==> src/rtl/uart_pkg.sv <==
// uart_pkg: shared constants and helpers for the UART receive path.
//   UART_DATA_W        - receiver byte width
//   UART_RX_FIFO_DEPTH - default receive FIFO depth
//   lvl_op_e           - FIFO occupancy update selector
//   clog2()            - ceiling log2, used to size FIFO pointers
package uart_pkg;

    localparam int unsigned UART_DATA_W        = 8;
    localparam int unsigned UART_RX_FIFO_DEPTH = 16;

    typedef enum logic [1:0] {
        LVL_HOLD,
        LVL_INC,
        LVL_DEC
    } lvl_op_e;

    function automatic int unsigned clog2(input int unsigned value);
        int unsigned r;
        r = 0;
        while ((32'd1 << r) < value) r++;
        return r;
    endfunction

endpackage

==> src/rtl/uart_rx_fifo_if.sv <==
// uart_rx_fifo_if: receiver/bus-side signal bundle of the receive FIFO.
//   rx_data, rx_valid   - byte and data-received flag/strobe from the receiver
//   rd_en, ovr_clr      - bus pop request and overrun clear
//   rd_data             - head entry (0 when empty)
//   level, empty, full  - occupancy status
//   overrun, irq        - sticky drop flag and threshold interrupt
// master: drives receiver/bus requests; slave: the FIFO itself.
interface uart_rx_fifo_if
    import uart_pkg::*;
#(
    parameter int unsigned DATA_W = UART_DATA_W,
    parameter int unsigned ADDR_W = clog2(UART_RX_FIFO_DEPTH)
);

    logic [DATA_W-1:0] rx_data;
    logic              rx_valid;
    logic              rd_en;
    logic              ovr_clr;
    logic [DATA_W-1:0] rd_data;
    logic [ADDR_W:0]   level;
    logic              empty;
    logic              full;
    logic              overrun;
    logic              irq;

    modport master (
        output rx_data, rx_valid, rd_en, ovr_clr,
        input  rd_data, level, empty, full, overrun, irq
    );

    modport slave (
        input  rx_data, rx_valid, rd_en, ovr_clr,
        output rd_data, level, empty, full, overrun, irq
    );

endinterface

==> src/rtl/uart_rx_push_gen.sv <==
// uart_rx_push_gen: derives the FIFO push request from the receiver valid.
//   clk, rst  - clock, asynchronous active-high reset
//   rx_valid  - receiver data-received flag (EDGE_DETECT=1) or strobe (0)
//   push      - one-cycle write request into the FIFO
module uart_rx_push_gen
#(
    parameter int unsigned EDGE_DETECT = 1
) (
    input  logic clk,
    input  logic rst,
    input  logic rx_valid,
    output logic push
);

    logic rx_valid_q;

    always_ff @(posedge clk or posedge rst) begin
        if (rst) rx_valid_q <= 1'b0;
        else     rx_valid_q <= rx_valid;
    end

    generate
        if (EDGE_DETECT != 0) begin : g_edge
            // A level-style flag may stay high for several cycles; only its
            // rising edge represents a new byte.
            assign push = rx_valid & ~rx_valid_q;
        end else begin : g_strobe
            assign push = rx_valid;
        end
    endgenerate

endmodule

==> src/rtl/uart_rx_fifo.sv <==
// uart_rx_fifo: circular buffer between the UART receiver and bus reads.
//   clk, rst - clock, asynchronous active-high reset
//   bus      - uart_rx_fifo_if slave: receiver input, pop/clear requests,
//              first-word-fall-through head byte and status flags
module uart_rx_fifo
    import uart_pkg::*;
#(
    parameter int unsigned DATA_W      = UART_DATA_W,
    parameter int unsigned DEPTH       = UART_RX_FIFO_DEPTH,
    parameter int unsigned ADDR_W      = clog2(DEPTH),
    parameter int unsigned IRQ_THRESH  = 8,
    parameter int unsigned EDGE_DETECT = 1
) (
    input  logic            clk,
    input  logic            rst,
    uart_rx_fifo_if.slave   bus
);

    logic                push;
    logic                pop;
    logic                wr_ok;
    logic                drop;
    logic                empty_w;
    logic                full_w;
    logic [ADDR_W:0]     wr_ptr;
    logic [ADDR_W:0]     rd_ptr;
    logic [ADDR_W:0]     level_q;
    logic                overrun_q;
    logic [ADDR_W-1:0]   wr_idx;
    logic [ADDR_W-1:0]   rd_idx;
    logic [DATA_W-1:0]   mem [DEPTH];
    lvl_op_e             lvl_op;

    uart_rx_push_gen #(
        .EDGE_DETECT (EDGE_DETECT)
    ) u_push_gen (
        .clk      (clk),
        .rst      (rst),
        .rx_valid (bus.rx_valid),
        .push     (push)
    );

    assign wr_idx  = wr_ptr[ADDR_W-1:0];
    assign rd_idx  = rd_ptr[ADDR_W-1:0];

    // Extra pointer MSB distinguishes full from empty when indices match.
    assign empty_w = (wr_ptr == rd_ptr);
    assign full_w  = (wr_idx == rd_idx) && (wr_ptr[ADDR_W] != rd_ptr[ADDR_W]);

    assign pop     = bus.rd_en & ~empty_w;
    // A simultaneous pop frees the slot the push needs, even when full.
    assign wr_ok   = push & (~full_w | pop);
    assign drop    = push & full_w & ~pop;

    always_comb begin
        lvl_op = LVL_HOLD;
        if (wr_ok && !pop)      lvl_op = LVL_INC;
        else if (pop && !wr_ok) lvl_op = LVL_DEC;
    end

    always_ff @(posedge clk or posedge rst) begin
        if (rst) begin
            wr_ptr    <= '0;
            rd_ptr    <= '0;
            level_q   <= '0;
            overrun_q <= 1'b0;
        end else begin
            if (wr_ok) wr_ptr <= wr_ptr + (ADDR_W+1)'(1);
            if (pop)   rd_ptr <= rd_ptr + (ADDR_W+1)'(1);

            case (lvl_op)
                LVL_INC: level_q <= level_q + (ADDR_W+1)'(1);
                LVL_DEC: level_q <= level_q - (ADDR_W+1)'(1);
                default: level_q <= level_q;
            endcase

            // A drop in the same cycle as a clear wins so no loss goes unseen.
            if (drop)             overrun_q <= 1'b1;
            else if (bus.ovr_clr) overrun_q <= 1'b0;
        end
    end

    always_ff @(posedge clk) begin
        if (wr_ok) mem[wr_idx] <= bus.rx_data;
    end

    assign bus.rd_data = empty_w ? '0 : mem[rd_idx];
    assign bus.level   = level_q;
    assign bus.empty   = empty_w;
    assign bus.full    = full_w;
    assign bus.overrun = overrun_q;
    assign bus.irq     = (level_q >= (ADDR_W+1)'(IRQ_THRESH));

endmodule
==> src/flat_wrapper.sv <==
// flat-port wrapper written by rule: the top's interface ports become plain ports
module uart_rx_fifo_flat import uart_pkg::*;
#(
    parameter int unsigned DATA_W      = UART_DATA_W,
    parameter int unsigned DEPTH       = UART_RX_FIFO_DEPTH,
    parameter int unsigned ADDR_W      = clog2(DEPTH),
    parameter int unsigned IRQ_THRESH  = 8,
    parameter int unsigned EDGE_DETECT = 1
)
  (clk, rst, bus_rx_data, bus_rx_valid, bus_rd_en, bus_ovr_clr, bus_rd_data, bus_level, bus_empty, bus_full, bus_overrun, bus_irq);
  uart_rx_fifo_if #(.DATA_W(DATA_W), .ADDR_W(ADDR_W)) bus_i ();
  input  logic clk;
  input  logic rst;
  input wire logic [$bits(bus_i.rx_data)-1:0] bus_rx_data;
  input wire logic [$bits(bus_i.rx_valid)-1:0] bus_rx_valid;
  input wire logic [$bits(bus_i.rd_en)-1:0] bus_rd_en;
  input wire logic [$bits(bus_i.ovr_clr)-1:0] bus_ovr_clr;
  output wire logic [$bits(bus_i.rd_data)-1:0] bus_rd_data;
  output wire logic [$bits(bus_i.level)-1:0] bus_level;
  output wire logic [$bits(bus_i.empty)-1:0] bus_empty;
  output wire logic [$bits(bus_i.full)-1:0] bus_full;
  output wire logic [$bits(bus_i.overrun)-1:0] bus_overrun;
  output wire logic [$bits(bus_i.irq)-1:0] bus_irq;
  assign bus_i.rx_data = bus_rx_data;
  assign bus_i.rx_valid = bus_rx_valid;
  assign bus_i.rd_en = bus_rd_en;
  assign bus_i.ovr_clr = bus_ovr_clr;
  assign bus_rd_data = bus_i.rd_data;
  assign bus_level = bus_i.level;
  assign bus_empty = bus_i.empty;
  assign bus_full = bus_i.full;
  assign bus_overrun = bus_i.overrun;
  assign bus_irq = bus_i.irq;
  uart_rx_fifo #(.DATA_W(DATA_W), .DEPTH(DEPTH), .ADDR_W(ADDR_W), .IRQ_THRESH(IRQ_THRESH), .EDGE_DETECT(EDGE_DETECT)) u_core (.clk(clk), .rst(rst), .bus(bus_i));
endmodule
==> config.mk <==
export PLATFORM = sky130hd
export DESIGN_NAME = uart_rx_fifo_flat
export DESIGN_NICKNAME = d
export VERILOG_FILES = /design/src/rtl/uart_pkg.sv /design/src/rtl/uart_rx_fifo_if.sv /design/src/rtl/uart_rx_push_gen.sv /design/src/rtl/uart_rx_fifo.sv /design/src/flat_wrapper.sv
export SDC_FILE = /design/constraint.sdc
export NUM_CORES = 1
export LEC_CHECK = 0
export CAP_MARGIN = 0
export CORE_MARGIN = 2
export CORE_UTILIZATION = 59
export CTS_CLUSTER_DIAMETER = 80
export DETAILED_ROUTE_END_ITERATION = 10
export PLACE_DENSITY = 0.77
export SYNTH_ARGS = -nofsm -noshare
export SYNTH_HDL_FRONTEND = slang
export SYNTH_SLANG_ARGS = --single-unit
==> constraint.sdc <==
create_clock -name clk -period 3.8 [get_ports clk]
set_input_delay 0.76 -clock clk [delete_from_list [all_inputs] [get_ports clk]]
set_output_delay 0.76 -clock clk [all_outputs]
set_load 0.01 [all_outputs]
==> results.md <==
* Wire per inst at approximately 24 um
* Global-route wire length before repair at a little under 20,000 um
* Cell count after synthesis at approximately 330
* Residual antenna-violating net count after detailed routing at 0
* Nets at roughly 410
* Slew Limit Fails at 0
* CTS tree: done
* Layout overhead on the synthesized area at 19.62%
* Initial antenna violation count at 0
* Post-Route WL at roughly 13,000 um
* EDFF count, synth at around 130
* Endpoint, Worst Hold: u_core.bus.level[4]
* Inserted Clock Buffers at 17
* Area of the core at 9864 um2
* Fraction of registers with async set/reset at a little under an eighth
* Avg Inst Size Synth at between 15 and 20 um2
* Count of final hold-check violations at 0
* Min Clock Period, post-route at 3.629 ns
* Total number of vias at ~3,300
* Clk_lat worst skew at roughly 0.54 ns
* 1st-iter DRT viols at around 360
* Row count at 36
* Number of diodes at 0
* Most frequently used flop master after synthesis: edfxtp_1
* Drt pass-1 iters at 5
* Total congestion overflow at 0
* Static Leak at between 2 and 2.5 nW
* Ordered cell list for the critical path: buf_4, mux4_2, mux2i_1, a211oi_1, clkdlybuf4s50_1
* Kind of start point of the critical path: flip-flop
* Cell count after placement at 500
* Beginning of the worst register-to-register path: u_core.rd_ptr[0]
* Die outline width at 105.2 um
* Vias per std cell at 6.156
* Via count of the first global-routing pass at 3,374
* Sequential element share of the synthesized area at roughly 71%
* Share of the cycle needed by the critical path after routing at a little over nine tenths
* Initial standard-cell utilization of the core at 61.21%
* Worst Setup End Kind: output pin
* Required time at the endpoint of the critical path at slightly above 3 ns
* Count of input and output buffers at 29
* Crit path max-delay family: multiplexers
* Worst Skew at between 0.006 and 0.007 ns
* Number of buffers added to fix hold violations after cts at 0
* Detailed Place HPWL at slightly above 8000 um
* Clock tree root buffer cell: clkbuf_8
* Die area at ~11,000 um2
* Total GRT Usage at between 20% and 30%
* Max transition margin at roughly half
* R2R setup slack at roughly 0.92 ns
* Hold path start: u_core.bus.level[4]
* Synth warnings at 0
* Worst-path fanout max at 9
* Run status: complete, no violations
* RePlAce Congestion at 0.7863
* Setup WS post-layout at roughly 0.17 ns
* Library cell contributing the largest single delay on the critical path: dfrtp_4
* Cells on Worst Hold Path at 1
* Fraction of final layout cells with drive strength greater than 1 at 24.50%
* Setup repair after global routing missed its margin: no
* Clock transition time at the flip-flop clock pins of the worst setup and hold paths at ~0.060 ns
* HP Class: reg -> reg
* Pre-CTS setup slack at about 0.53 ns
* Bufs and invs on worst path at 2
* Pin slew with the least headroom to its limit at 0.7333 ns
* Clock Path Buffers at 2
* Biggest cell delay along the critical path at about 0.52 ns
* Class of the most critical setup path: reg -> out
* IO Pins at 30
* Y dimension of the die at ~110 um
* Final setup TNS at 0 ns
* Htree depth at 4
* Maximum number of pins on one net before global-route repair at 36
* Setup Viol. Count Final at 0
* Final routed DRC violation total at 0
* Non-Filler Instances at between 500 and 600
* Register bit count reported by yosys at 145
* Number of cell instances on the worst register-to-register path at 8
* Reg2reg end: u_core.mem[14][0]
* WP data arrival at 2.87 ns
* Peak Freq at between 200 and 300 MHz
* Post-synthesis cell type count at just over 40
* Max Cap Violations at 0
* TritonCTS Sinks at between 100 and 150
* Pwr dens at around 790 nW/um2
* Syn Nets at 353
* Maximum resistive drop on vdd at 0.0004545 V
* Syn Std Cell Area at between 6000 and 7000 um2
## kinds of logic (layout without fill, tap and decap cells)
logic type               Yosys count  after routing  share of synthesized area [%]
AO/OA/AOI/OAI                     36             36                          4.310
AND/OR/NAND/NOR                   62             62                          5.263
buffers and inverters             23             94                          1.927
multiplexers                      42             42                          13.61
adder cells (fa/ha/maj)            7              7                          1.450
XOR/XNOR                          18             18                          2.735
flip-flops                       145            145                          70.70
## how the worst max path moves through the flow
stage / from / to / slack [ns] / cells past startpoint
6_report: u_core.rd_ptr[0] / bus_rd_data[1] / 0.17 / 5
5_1_grt: u_core.rd_ptr[0] / bus_rd_data[4] / 0.11 / 5
4_1_cts: u_core.rd_ptr[0] / bus_rd_data[1] / 0.06 / 5
3_5_place_dp: u_core.rd_ptr[0] / bus_rd_data[1] / 0.53 / 5
3_3_place_gp: u_core.rd_ptr[0] / bus_rd_data[1] / 0.54 / 5
2_1_floorplan: bus_rx_valid / u_core.bus.level[4] / 1.27 / 10
## through the flow
stage / instance area [um2] / util, % / hold WS (ns) / total power, W
global route: 7223 / 73.22 / 0.5372 / 0.005950
finish: 7223 / 73.22 / 0.5011 / 0.005694
detailed placement: 6571 / 66.62 / 0.5028 / 0.003964
global placement: 6571 / 66.62 / 0.4912 / 0.003927
floorplan: 6038 / - / 0.4982 / 0.003308
CTS: 7166 / 72.64 / 0.5107 / 0.005639
## state kept, by name (all words and copies together) (netlist names)
| register | cells |
|---|---|
| u_core.mem | 128 |
| u_core.bus.level | 5 |
| u_core.rd_ptr | 5 |
| u_core.wr_ptr | 5 |
| u_core.u_push_gen.rx_valid_q | 1 |
| u_core.bus.overrun | 1 |
## cells in the final DEF (no fill, tap or decap), types with 3 or more instances in the layout
| cell | instances |
|---|---|
| mux2i_1 | 9 |
| mux4_2 | 32 |
| nand2_1 | 11 |
| clkdlybuf4s50_1 | 29 |
| xor2_1 | 7 |
| nor2b_1 | 9 |
| edfxtp_1 | 128 |
| bufinv_16 | 3 |
| dfrtp_1 | 16 |
| clkinv_4 | 3 |
| o21ai_0 | 3 |
| clkbuf_16 | 16 |
| ha_1 | 7 |
| inv_1 | 5 |
| nor3_1 | 6 |
| inv_6 | 6 |
| a21oi_1 | 4 |
| nor2_1 | 20 |
| nand2b_1 | 4 |
| buf_4 | 28 |
| xnor2_1 | 10 |
| a211oi_1 | 16 |
## report_power, final
part	total (W)	switching (W)	internal [W]
clock network	0.00167	0.000662	0.00101
registers	0.00207	0.000179	0.00189
logic	0.00195	0.000956	0.000994
## what timing repair did
| action | 4_1_cts | 5_1_grt |
|---|---|---|
| endpoints found under the setup margin | 2 | 2 |
| cloned | 0 | 0 |
| buffers inserted | 0 | 6 |
| resized for setup | 1 | 0 |
## layer usage
metal,global-route usage [%],up-vias,wire length (um)
li1,-,1443,-
met1,34.15,1689,5156
met2,40.17,157,6397
met3,8.796,17,1036
met4,7.333,0,229
met5,0,-,0
## layout make-up
class	instances	area [um2]
Sequential cell	145	4273
Fill cell	571	2641
Multi-Input combinational cell	165	1653
Timing Repair Buffer	58	520.5
Clock buffer	18	417.9
Clock inverter	13	173.9
Tap cell	133	166.4
Inverter	5	18.77
## synth_stat cells (all sizes together) (8+ instances only)
cell type  instances  area share, %
edfxtp           128             64
mux4              32             12
nor2              20            1.2
dfrtp             17            7.0
a211oi            16            2.0
nand2             11           0.68
buf               10            1.1
xnor2             10            1.5
mux2i              9            1.5
nor2b              9           0.93
clkbuf             8           0.52
xor2               8            1.3
## worst reg2reg max path, stage by stage (launching register included)
cell     delay (ns)
dfrtp_4        0.56
buf_4          0.17
xor2_1         0.24
nor4_4         0.09
buf_4          0.18
a21oi_2        0.40
nand2_1        0.25
nor2_1         0.46
buf_4          0.26
(Power assumes the default switching activity.)
